<file path="src/rtl/match_priority_encoder.sv">
// Lowest-index-wins priority encoder for table match vectors, with any/multi-match flags
// and a sticky multi-match error. Define ENCODER_REG_OUT_EN to register out/valid/multi.
module match_priority_encoder #(
    parameter int WIDTH     = 8,
    parameter int OUT_WIDTH = 3
) (
    input  logic                 clk,
    input  logic                 reset,
    input  logic [WIDTH-1:0]     in,
    input  logic                 clear_err,
    output logic [OUT_WIDTH-1:0] out,
    output logic                 valid,
    output logic                 multi,
    output logic                 multi_err
);

    generate
        if (WIDTH < 2 || WIDTH > 64 || OUT_WIDTH != $clog2(WIDTH)) begin : g_param_check
            $fatal(1, "match_priority_encoder: illegal WIDTH/OUT_WIDTH combination");
        end
    endgenerate

    logic [OUT_WIDTH-1:0] idx_c;
    logic                 valid_c;
    logic                 multi_c;

    always_comb begin
        // NOTE: default assigned first so every path drives idx_c; no latch is inferred.
        idx_c = '0;
        // Scan downward so the lowest set bit is the last (winning) assignment.
        for (int i = WIDTH - 1; i >= 0; i--) begin
            if (in[i]) begin
                idx_c = OUT_WIDTH'(i);
            end
        end
    end

    assign valid_c = |in;
    // Clearing the lowest set bit leaves something only when two or more bits were set.
    assign multi_c = |(in & (in - WIDTH'(1)));

`ifdef ENCODER_REG_OUT_EN
    always_ff @(posedge clk) begin
        if (!reset) begin
            out   <= '0;
            valid <= 1'b0;
            multi <= 1'b0;
        end else begin
            out   <= idx_c;
            valid <= valid_c;
            multi <= multi_c;
        end
    end
`else
    assign out   = idx_c;
    assign valid = valid_c;
    assign multi = multi_c;
`endif

    // Sticky error: reset beats clear, clear beats a simultaneous set.
    always_ff @(posedge clk) begin
        // NOTE: non-blocking assignment for all state so every flop samples pre-edge values.
        if (!reset) begin
            multi_err <= 1'b0;
        end else if (clear_err) begin
            multi_err <= 1'b0;
        end else if (multi_c) begin
            multi_err <= 1'b1;
        end
    end

endmodule

</file>
<file path="config.mk">
export PLATFORM = sky130hd
export DESIGN_NAME = match_priority_encoder
export DESIGN_NICKNAME = d
export VERILOG_FILES = /design/src/rtl/match_priority_encoder.sv
export SDC_FILE = /design/constraint.sdc
export NUM_CORES = 1
export LEC_CHECK = 0
export BUFFER_PORTS_ARGS = -buffer_cell sky130_fd_sc_hd__buf_2
export CELL_PAD_IN_SITES_DETAIL_PLACEMENT = 1
export CELL_PAD_IN_SITES_GLOBAL_PLACEMENT = 1
export CORE_AREA = 4 4 41 43
export CTS_CLUSTER_SIZE = 8
export DETAILED_ROUTE_END_ITERATION = 10
export DIE_AREA = 0 0 45 47
export GPL_TIMING_DRIVEN = 0
export HOLD_SLACK_MARGIN = 0.02
export MAX_ROUTING_LAYER = met4
export PLACE_DENSITY_LB_ADDON = 0.3
export SYNTH_ARGS = -nofsm -noshare
export SYNTH_HDL_FRONTEND = slang
export SYNTH_SLANG_ARGS = --single-unit
</file>
<file path="constraint.sdc">
create_clock -name clk -period 4.6 [get_ports clk]
set_input_delay 0.92 -clock clk [delete_from_list [all_inputs] [get_ports clk]]
set_output_delay 0.92 -clock clk [all_outputs]
set_load 0.05 [all_outputs]
</file>
==> results.py <==
metrics = {
    "run_status": {
        "status": "finished clean",
    },
    "worst_setup_path": {
        "endpoint_kind": "output port",
        "cp_data_required_time_ns": 3.68,
        "crit_arrival_ns": 2.19,
        "startpoint": "in[3]",
        "worstSetupPathType": "input pin to output port",
        "worstSetupStartpointType": "input pin",
        "r2r_start": "multi_err",
        "cp_max_fo": 5,
        "reg2reg_slack_ns": 3.99,
    },
    "worst_hold_path": {
        "min_from": "multi_err",
        "hold_class": "flip-flop to flip-flop",
    },
    "global_routing": {
        "overflow": 0,
        "grt_pass1_wl_mm": 1.01,
        "grt_start_max_net_pins": 8,
        "grtUsageTotal_pct": 6.09,
        "grt_pass1_vias": 239,
        "antenna_found_initial": 0,
    },
    "timing": {
        "rsz0062_at_grt": "false",
        "whs_ns": 0.481,
        "tns_ns": 0,
        "clock_skew_ns": 0,
        "timing.fmax_mhz": 322,
        "setup_viol": 0,
        "slew_headroom_pct": 75.3,
        "finalMaxSlewViolations": 0,
        "fin_crit_sh_pct": 67.6,
        "period_minus_slack_ns": 3.11,
        "finalHoldViolCount": 0,
        "tightest_slew_ns": 0.362,
    },
    "synth": {
        "synth_cell_type_count": 16,
        "yosysWarnings": 0,
        "syn_area_per_cell_um2": 7.72,
        "yosysSeqAreaShare_pct": 10.8,
        "synth-seq-cells": 1,
        "synthCells": 24,
        "syn-num-nets": 35,
        "synth_area_um2": 185,
    },
    "place": {
        "hpwl_um": 511,
        "place_area_um2": 284,
        "place_inst": 55,
        "gp_congestion": 0.683,
        "portBuffers": 16,
    },
    "floorplan": {
        "start_util_pct": 14.2,
        "ios": 17,
        "num_rows": 13,
        "dieArea_um2": 2120,
        "die_y_um": 47,
        "die_w_um": 45,
        "core_area_um2": 1300,
    },
    "routing": {
        "postRouteAntennaNets": 0,
        "drtPass1Iterations": 4,
        "wl_per_cell_um": 10.6,
        "viasPerCell": 4.56,
        "routed-via-count": 251,
        "drc": 0,
        "wl_um": 583,
        "drt_iter0_drc": 3,
    },
    "final_layout": {
        "reg_top3": "multi_err (1)",
        "drive_gt1_share_pct": 47.5,
        "multi_input_area_um2": 154,
        "fin_util_pct": 21.8,
        "diodes": 0,
        "stdcell_count": 55,
        "final_area_um2": 284,
        "largest-register": "multi_err",
        "regArea_um2": 20.0,
        "nFillCells": 169,
        "largest_reg_flops": 1,
        "final_common_cell": "buf_2",
        "nets": 53,
        "layout_common_cells": "buf_2 (16), nor3_1 (4), inv_1 (3), a21oi_1 (3), nor2_1 (2)",
        "area_growth_pct": 53.4,
    },
    "power_and_ir_drop": {
        "ir_drop_mv": 0.0488,
        "p_leak_nw": 0.126,
        "power.density_nw_per_um2": 122,
    },
    "cts": {
        "path_clk_slew_ns": 0,
        "insertion_delay_ns": 0,
        "post_cts_buffers": 0,
        "cts_resized": 0,
        "postCtsHoldBufs": 0,
    },
    "flow_run": {
        "maxCapViolCount": 0,
    },
}
## synthesized netlist by cell type
| cell | n | area, um2 |
|---|---|---|
| a2111oi_0 | 1 | 8.76 |
| nand2b_1 | 1 | 6.26 |
| or4_4 | 1 | 11.3 |
| nor2_1 | 2 | 7.51 |
| o211a_1 | 1 | 10.0 |
| nand3b_1 | 1 | 7.51 |
| o2bb2ai_1 | 1 | 8.76 |
| or3_2 | 1 | 7.51 |
| o22ai_1 | 1 | 6.26 |
| dfxtp_1 | 1 | 20.0 |
| maj3_1 | 1 | 10.0 |
| a21oi_1 | 3 | 15.0 |
| a2111oi_4 | 1 | 27.5 |
| nor3_1 | 4 | 20.0 |
| o21bai_1 | 1 | 7.51 |
| inv_1 | 3 | 11.3 |
## power by group
group          internal [mW]  switching (mW)
sequential           0.00936        0.000191
clock                      0               0
combinational        0.00844          0.0168
total                 0.0178          0.0170
## stage by stage
stage | total power, mW | setup slack (ns)
after detailed placement | 0.0350 | 1.47
final | 0.0348 | 1.49
after global placement | 0.0348 | 1.48
after global routing | 0.0375 | 1.41
after CTS | 0.0351 | 1.47
after floorplan | 0.0236 | 1.42
## worst paths after layout
| path | to | depth (start not counted) |
|---|---|---|
| setup / recovery | multi | 5 |
| hold / removal | multi_err | 1 |
| setup reg to reg | multi_err | 1 |
| hold reg to reg | multi_err | 1 |
## cells by family (layout without fill, tap and decap cells)
group	count (synthesis)	after routing	share of synthesized area [%]
and+or+nand+nor	10	10	32.4
buffers and inverters	3	19	6.08
adders and majority gates	1	1	5.41
DFF	1	1	10.8
AOI/OAI and AO/OA	9	9	45.3
## per-layer routing
metal	up-vias	wire, um	global-route usage [%]
met1	112	299	8.54
met4	0	0	0
met5	-	0	-
met3	0	57	0
met2	12	225	10.5
li1	127	-	-
## layout make-up
class	instances	share of cell area (%)
repair buffers	16	28.2
flip-flops and latches	1	7.05
multi-input cells	20	54.2
inverters	3	3.96
well taps	15	6.61
## worst max-delay path, stage by stage
cell,delay (ns)
buf_2,0.13
or4_4,0.57
a2111oi_4,0.19
o22ai_1,0.14
buf_2,0.24
Note: power is estimated with default switching activity, not from simulation.
